File: src/rtl/hermitian_bram_writer_if.sv
// Stream-in / BRAM-write bundle for the Hermitian writer.
// master drives the element stream and start; slave is the writer itself.
interface hermitian_bram_writer_if #(
    parameter int unsigned DATA_WIDTH = 24,
    parameter int unsigned ADDR_WIDTH = 10
);
    logic                  start;
    logic                  in_valid;
    logic                  in_ready;
    logic [DATA_WIDTH-1:0] real_in;
    logic [DATA_WIDTH-1:0] imag_in;
    logic                  bram_wr_en;
    logic [ADDR_WIDTH-1:0] bram_wr_addr;
    logic [DATA_WIDTH-1:0] bram_wr_real;
    logic [DATA_WIDTH-1:0] bram_wr_imag;
    logic                  busy;
    logic                  done;

    modport master (
        output start, in_valid, real_in, imag_in,
        input  in_ready, bram_wr_en, bram_wr_addr, bram_wr_real, bram_wr_imag, busy, done
    );

    modport slave (
        input  start, in_valid, real_in, imag_in,
        output in_ready, bram_wr_en, bram_wr_addr, bram_wr_real, bram_wr_imag, busy, done
    );
endinterface

File: src/rtl/hermitian_bram_writer.sv
// Takes a row-major ROWS x COLS complex matrix stream and writes its (conjugate)
// transpose column-major into BRAM: A[r][c] lands at address c*ROWS + r.
module hermitian_bram_writer #(
    parameter int unsigned DATA_WIDTH         = 24,
    parameter int unsigned BRAM_WR_ADDR_WIDTH = 10,
    parameter int unsigned ROWS               = 4,
    parameter int unsigned COLS               = 4,
    parameter bit          CONJ               = 1'b1
) (
    input  logic                          clk,
    input  logic                          rst,
    hermitian_bram_writer_if.slave        bus
);
    localparam int unsigned DW = DATA_WIDTH;
    localparam int unsigned AW = BRAM_WR_ADDR_WIDTH;
    localparam int unsigned RW = (ROWS > 1) ? $clog2(ROWS) : 1;
    localparam int unsigned CW = (COLS > 1) ? $clog2(COLS) : 1;
    localparam logic [DW-1:0] NEG_MIN = {1'b1, {(DW-1){1'b0}}};
    localparam logic [DW-1:0] POS_MAX = {1'b0, {(DW-1){1'b1}}};

    typedef enum logic [1:0] {S_IDLE, S_RUN, S_DONE} state_t;

    state_t        state_q, state_d;
    logic [RW-1:0] row_q, row_d;
    logic [CW-1:0] col_q, col_d;
    logic [AW-1:0] addr_cnt_q, addr_cnt_d;
    logic          wr_en_q, wr_en_d;
    logic [AW-1:0] wr_addr_q, wr_addr_d;
    logic [DW-1:0] wr_real_q, wr_real_d;
    logic [DW-1:0] wr_imag_q, wr_imag_d;
    logic          done_q, done_d;
    logic          busy_q, busy_d;
    logic          accept;
    logic [DW-1:0] imag_xfm;

    assign bus.in_ready = (state_q == S_RUN);
    assign accept       = bus.in_valid && (state_q == S_RUN);

    // Conjugation with saturation: the most negative value has no positive twin.
    always_comb begin
        imag_xfm = bus.imag_in;
        if (CONJ) begin
            if (bus.imag_in == NEG_MIN) imag_xfm = POS_MAX;
            else                        imag_xfm = DW'(0) - bus.imag_in;
        end
    end

    always_comb begin
        state_d    = state_q;
        row_d      = row_q;
        col_d      = col_q;
        addr_cnt_d = addr_cnt_q;
        wr_en_d    = 1'b0;
        wr_addr_d  = wr_addr_q;
        wr_real_d  = wr_real_q;
        wr_imag_d  = wr_imag_q;

        case (state_q)
            S_IDLE: begin
                if (bus.start) begin
                    state_d    = S_RUN;
                    row_d      = '0;
                    col_d      = '0;
                    addr_cnt_d = '0;
                end
            end
            S_RUN: begin
                if (accept) begin
                    wr_en_d   = 1'b1;
                    wr_addr_d = addr_cnt_q;
                    wr_real_d = bus.real_in;
                    wr_imag_d = imag_xfm;
                    // Column stride is ROWS; a row wrap restarts at the next row's base.
                    if (col_q == CW'(COLS - 1)) begin
                        col_d      = '0;
                        row_d      = row_q + RW'(1);
                        addr_cnt_d = AW'(row_q) + AW'(1);
                        if (row_q == RW'(ROWS - 1)) begin
                            state_d    = S_DONE;
                            row_d      = '0;
                            addr_cnt_d = '0;
                        end
                    end else begin
                        col_d      = col_q + CW'(1);
                        addr_cnt_d = addr_cnt_q + AW'(ROWS);
                    end
                end
            end
            S_DONE:  state_d = S_IDLE;
            default: state_d = S_IDLE;
        endcase

        done_d = (state_d == S_DONE);
        busy_d = (state_d != S_IDLE);
    end

    always_ff @(posedge clk or posedge rst) begin
        if (rst) begin
            state_q    <= S_IDLE;
            row_q      <= '0;
            col_q      <= '0;
            addr_cnt_q <= '0;
            wr_en_q    <= 1'b0;
            wr_addr_q  <= '0;
            wr_real_q  <= '0;
            wr_imag_q  <= '0;
            done_q     <= 1'b0;
            busy_q     <= 1'b0;
        end else begin
            state_q    <= state_d;
            row_q      <= row_d;
            col_q      <= col_d;
            addr_cnt_q <= addr_cnt_d;
            wr_en_q    <= wr_en_d;
            wr_addr_q  <= wr_addr_d;
            wr_real_q  <= wr_real_d;
            wr_imag_q  <= wr_imag_d;
            done_q     <= done_d;
            busy_q     <= busy_d;
        end
    end

    assign bus.bram_wr_en   = wr_en_q;
    assign bus.bram_wr_addr = wr_addr_q;
    assign bus.bram_wr_real = wr_real_q;
    assign bus.bram_wr_imag = wr_imag_q;
    assign bus.done         = done_q;
    assign bus.busy         = busy_q;
endmodule

File: src/flat_wrapper.sv
// flat-port wrapper written by rule: the top's interface ports become plain ports
module hermitian_bram_writer_flat 
#(
    parameter int unsigned DATA_WIDTH         = 24,
    parameter int unsigned BRAM_WR_ADDR_WIDTH = 10,
    parameter int unsigned ROWS               = 4,
    parameter int unsigned COLS               = 4,
    parameter bit          CONJ               = 1'b1
)
  (clk, rst, bus_start, bus_in_valid, bus_real_in, bus_imag_in, bus_in_ready, bus_bram_wr_en, bus_bram_wr_addr, bus_bram_wr_real, bus_bram_wr_imag, bus_busy, bus_done);
  hermitian_bram_writer_if #(.DATA_WIDTH(DATA_WIDTH), .ADDR_WIDTH((10))) bus_i ();
  input  logic clk;
  input  logic rst;
  input wire logic [$bits(bus_i.start)-1:0] bus_start;
  input wire logic [$bits(bus_i.in_valid)-1:0] bus_in_valid;
  input wire logic [$bits(bus_i.real_in)-1:0] bus_real_in;
  input wire logic [$bits(bus_i.imag_in)-1:0] bus_imag_in;
  output wire logic [$bits(bus_i.in_ready)-1:0] bus_in_ready;
  output wire logic [$bits(bus_i.bram_wr_en)-1:0] bus_bram_wr_en;
  output wire logic [$bits(bus_i.bram_wr_addr)-1:0] bus_bram_wr_addr;
  output wire logic [$bits(bus_i.bram_wr_real)-1:0] bus_bram_wr_real;
  output wire logic [$bits(bus_i.bram_wr_imag)-1:0] bus_bram_wr_imag;
  output wire logic [$bits(bus_i.busy)-1:0] bus_busy;
  output wire logic [$bits(bus_i.done)-1:0] bus_done;
  assign bus_i.start = bus_start;
  assign bus_i.in_valid = bus_in_valid;
  assign bus_i.real_in = bus_real_in;
  assign bus_i.imag_in = bus_imag_in;
  assign bus_in_ready = bus_i.in_ready;
  assign bus_bram_wr_en = bus_i.bram_wr_en;
  assign bus_bram_wr_addr = bus_i.bram_wr_addr;
  assign bus_bram_wr_real = bus_i.bram_wr_real;
  assign bus_bram_wr_imag = bus_i.bram_wr_imag;
  assign bus_busy = bus_i.busy;
  assign bus_done = bus_i.done;
  hermitian_bram_writer #(.DATA_WIDTH(DATA_WIDTH), .BRAM_WR_ADDR_WIDTH(BRAM_WR_ADDR_WIDTH), .ROWS(ROWS), .COLS(COLS), .CONJ(CONJ)) u_core (.clk(clk), .rst(rst), .bus(bus_i));
endmodule
File: config.mk
export PLATFORM = sky130hd
export DESIGN_NAME = hermitian_bram_writer_flat
export DESIGN_NICKNAME = d
export VERILOG_FILES = /design/src/rtl/hermitian_bram_writer_if.sv /design/src/rtl/hermitian_bram_writer.sv /design/src/flat_wrapper.sv
export SDC_FILE = /design/constraint.sdc
export NUM_CORES = 1
export LEC_CHECK = 0
export BUFFER_PORTS_ARGS = -buffer_cell sky130_fd_sc_hd__buf_2
export CORE_MARGIN = 5
export CORE_UTILIZATION = 50
export DETAILED_ROUTE_END_ITERATION = 8
export GPL_TIMING_DRIVEN = 0
export PLACE_DENSITY = 0.86
export SETUP_SLACK_MARGIN = 0.4
export SLEW_MARGIN = 0
export SYNTH_ARGS = -nofsm -noshare
export SYNTH_HDL_FRONTEND = slang
export SYNTH_SLANG_ARGS = --single-unit
File: constraint.sdc
create_clock -name clk -period 3.1 [get_ports clk]
set_input_delay 0.62 -clock clk [delete_from_list [all_inputs] [get_ports clk]]
set_output_delay 0.62 -clock clk [all_outputs]
set_load 0.05 [all_outputs]
==> impl_metrics.env <==
export IMPL_outcome="complete, no violations"
export IMPL_maxSlewViolCount=0
export IMPL_finalHoldViolations=0
export IMPL_drt_pass1_iter_count=4
export IMPL_cts_path_max_buffers=2
export IMPL_synth_edf_count=0
export IMPL_fmax_ghz=0.496
export IMPL_synthesis_area_mm2=0.00353
export IMPL_ant_nets=0
export IMPL_tightest_slew_ns=0.487
export IMPL_clk_pin_slew_worst_paths_ns=0.08
export IMPL_yosysWarnings=0
export IMPL_min_period_ns=2.02
export IMPL_num_vias=3051
export IMPL_synth_area_leader_cell="dfrtp_1"
export IMPL_design_core_area_mm2=0.00683
export IMPL_synth_top_area_share=0.546
export IMPL_cts_resized_gates=0
export IMPL_critPathLaunch="bus_imag_in[0]"
export IMPL_viasPerCell=5.08
export IMPL_antenna_found_initial=0
export IMPL_insertion_delay_ns=0.33
export IMPL_skew_ns=0.00780
export IMPL_arrival_ns=2.24
export IMPL_postCtsSetupBuffers=0
export IMPL_synth_seq_cells=77
export IMPL_ys_flop_type="dfrtp_1"
export IMPL_r2r_end="u_core.bus.bram_wr_imag[15]"
export IMPL_cts_sinks=77
export IMPL_r2r_cells=6
export IMPL_hold_slack_ns=0.300
export IMPL_num_fill_cells=553
export IMPL_intPower_mw=2.06
export IMPL_gr_usage_all_layers=0.199
export IMPL_pre_cts_ws_ns=0.739
export IMPL_area_sequential_mm2=0.00193
export IMPL_crit_path_max_fanout=10
export IMPL_cts_buffers=9
export IMPL_p_comb_frac=0.384
export IMPL_drt_wl_total_um=8410
export IMPL_first_iter_violations=111
export IMPL_required_ns=3.32
export IMPL_postLayoutCoreUtil=0.652
export IMPL_syn_inst=375
export IMPL_powerDensity_mw_per_mm2=815
export IMPL_pwr_share_clk=0.226
export IMPL_postLayoutSetupSlackWorst_ns=1.08
export IMPL_dieArea_mm2=0.00885
export IMPL_port_buffers=113
export IMPL_p_seq_frac=0.391
export IMPL_grt_max_degree=44
export IMPL_gp_routability_congestion=0.832
export IMPL_rsz0062_at_grt="no"
export IMPL_path_class="primary input to flop"
export IMPL_setup_viol=0
export IMPL_power_total_mw=3.63
export IMPL_end_kind="flop"
export IMPL_synthArstFlopShare=1.00
export IMPL_final_nets=556
export IMPL_syn_num_nets=431
export IMPL_min_path_type="primary input to asynchronous set/reset pin"
export IMPL_ctsHoldBuffers=0
export IMPL_leakage_nw=2.25
export IMPL_drc=0
export IMPL_start_util=0.517
export IMPL_routedWlPerCell_um=14.0
export IMPL_row_count=30
export IMPL_ioPinCount=114
export IMPL_sw_frac_of_total=0.433
export IMPL_timing_critical_path_to="u_core.bus.bram_wr_imag[17]"
export IMPL_fin_crit_sh=0.651
export IMPL_die_w_um=94.1
export IMPL_tns_ns=0
export IMPL_r2r_slack_ns=1.22
export IMPL_die_y_um=94.1
export IMPL_grt_pass1_wl_um=14200
export IMPL_cap_violations=0
export IMPL_tritoncts="done"
export IMPL_multiInputGateArea_mm2=0.00151
export IMPL_htreeDepth=3
export IMPL_synthTopCellsByArea="dfrtp_1, nand2_1, o22a_1, o21ai_0, xnor2_1"
export IMPL_slew_headroom=0.673
export IMPL_grt_pass1_vias=3106
export IMPL_syn_mean_instance_area_um2=9.42
export IMPL_layout_drive_gt1_share=0.295
export IMPL_peakVddDrop_v=0.000315
export IMPL_grt_overflow=0
export IMPL_antenna_cells=0
export IMPL_syn_to_final_growth_pct=26.1
export IMPL_cts_root_buffer="clkbuf_8"
export IMPL_ys_types=42
export IMPL_startpoint_type="primary input"
export IMPL_seq_area_frac_synth=0.546
export IMPL_rr_startpoint="u_core.state_q[0]"
export IMPL_p_sw_mw=1.57
export IMPL_hpwl_um=6350
[metal layers]
metal	vias to the layer above	wire length [um]	share of wire	GRT usage
li1	1505	-	-	-
met1	1425	3750	0.45	0.262
met4	0	101	0.012	0.0722
met5	-	0	0	0
met2	111	4000	0.48	0.328
met3	10	556	0.066	0.0385
[layout make-up]
type | instances | area share
Sequential cell | 77 | 0.432
Multi-Input combinational cell | 275 | 0.338
Timing Repair Buffer | 114 | 0.131
Clock buffer | 10 | 0.0286
Tap cell | 96 | 0.0270
Clock inverter | 6 | 0.0197
Buffer | 17 | 0.0168
Inverter | 6 | 0.00562
[cell usage in the layout (no fill, tap or decap), drive strengths merged]
| master | netlist | layout |
|---|---|---|
| o311ai | 1 | 1 |
| o21ai | 21 | 21 |
| ha | 4 | 4 |
| nand4 | 4 | 4 |
| or2 | 3 | 3 |
| nor2 | 15 | 15 |
| dfrtp | 77 | 77 |
| and2 | 2 | 2 |
| nor2b | 3 | 3 |
| nor3 | 8 | 8 |
| o2111ai | 1 | 1 |
| nand2b | 5 | 5 |
| nand3 | 5 | 5 |
| nor3b | 3 | 3 |
| nor4 | 7 | 7 |
| bufinv | 0 | 2 |
| xnor2 | 11 | 11 |
| clkinv | 1 | 5 |
| clkbuf | 10 | 20 |
| o22a | 12 | 12 |
| inv | 5 | 5 |
| mux2i | 2 | 2 |
| xor2 | 7 | 7 |
| a21oi | 3 | 3 |
| or4 | 3 | 3 |
| and3 | 6 | 6 |
| nand2 | 140 | 140 |
| and4 | 1 | 1 |
| o41ai | 1 | 1 |
| a32o | 2 | 2 |
| buf | 7 | 121 |
| o31ai | 5 | 5 |
[registers in the layout, indices dropped and copies added, names as in the netlist]
signal                   cells
u_core.addr_cnt_q           10
u_core.bus.bram_wr_addr     10
u_core.bus.bram_wr_en        1
u_core.bus.bram_wr_imag     24
u_core.bus.bram_wr_real     24
u_core.bus.busy              1
u_core.bus.done              1
u_core.col_q                 2
u_core.row_q                 2
u_core.state_q               2
[power by group through the flow]
stage | Sequential (mW) | Combinational [mW] | Clock (mW)
after floorplan | 2.02 | 0.425 | 0
after global placement | 1.42 | 1.36 | 0
after detailed placement | 1.43 | 1.40 | 0
after CTS | 1.42 | 1.41 | 0.842
after global routing | 1.45 | 1.50 | 0.880
final | 1.42 | 1.39 | 0.819
[synth_stat cells, types with 2 or more instances]
| cell type | instances |
|---|---|
| nand2_1 | 140 |
| dfrtp_1 | 77 |
| o21ai_0 | 20 |
| nor2_1 | 15 |
| o22a_1 | 12 |
| xnor2_1 | 11 |
| clkbuf_1 | 10 |
| nor3_1 | 7 |
| xor2_1 | 7 |
| and3_1 | 6 |
| inv_1 | 5 |
| nand3_1 | 5 |
| o31ai_1 | 5 |
| ha_1 | 4 |
| nand2b_1 | 4 |
| nor4_2 | 4 |
| a21oi_1 | 3 |
| buf_2 | 3 |
| nand4_1 | 3 |
| nor2b_1 | 3 |
| a32o_1 | 2 |
| and2_1 | 2 |
| buf_1 | 2 |
| buf_4 | 2 |
| mux2i_1 | 2 |
| nor3b_2 | 2 |
| nor4_4 | 2 |
| or2_2 | 2 |
| or4_1 | 2 |
[how the worst min path moves through the flow]
| stage | cells past startpoint | slack, ns | end |
|---|---|---|---|
| 2_1_floorplan | 2 | 0.44 | u_core.bus.bram_wr_addr[0] |
| 3_3_place_gp | 2 | 0.45 | u_core.bus.bram_wr_imag[4] |
| 3_5_place_dp | 2 | 0.45 | u_core.bus.bram_wr_imag[4] |
| 4_1_cts | 2 | 0.31 | u_core.bus.bram_wr_real[11] |
| 5_1_grt | 2 | 0.33 | u_core.bus.bram_wr_real[10] |
| 6_report | 2 | 0.30 | u_core.bus.bram_wr_real[11] |
[per-stage QoR]
step	std cells	instance area (um2)
after floorplan	375	3530
after global placement	584	4220
after detailed placement	585	4240
after CTS	601	4460
after global routing	601	4460
final	601	4460
[critical path: stages]
cell,delay (ns)
buf_2,0.13
inv_1,0.05
ha_1,0.22
nor3b_2,0.20
and2_1,0.14
buf_4,0.15
and3_1,0.19
nand2b_2,0.19
buf_4,0.18
o22a_1,0.18
[kinds of logic after synthesis]
| kind of cell | after synthesis | synth area share |
|---|---|---|
| adder cells (fa/ha/maj) | 4 | 0.0142 |
| multiplexers | 2 | 0.00567 |
| XOR/XNOR | 18 | 0.0446 |
| buffers and inverters | 23 | 0.0276 |
| flip-flops | 77 | 0.546 |
| AND/OR/NAND/NOR | 205 | 0.275 |
| AO/OA/AOI/OAI | 46 | 0.0875 |
No activity file was read; power rests on OpenSTA's default activity.
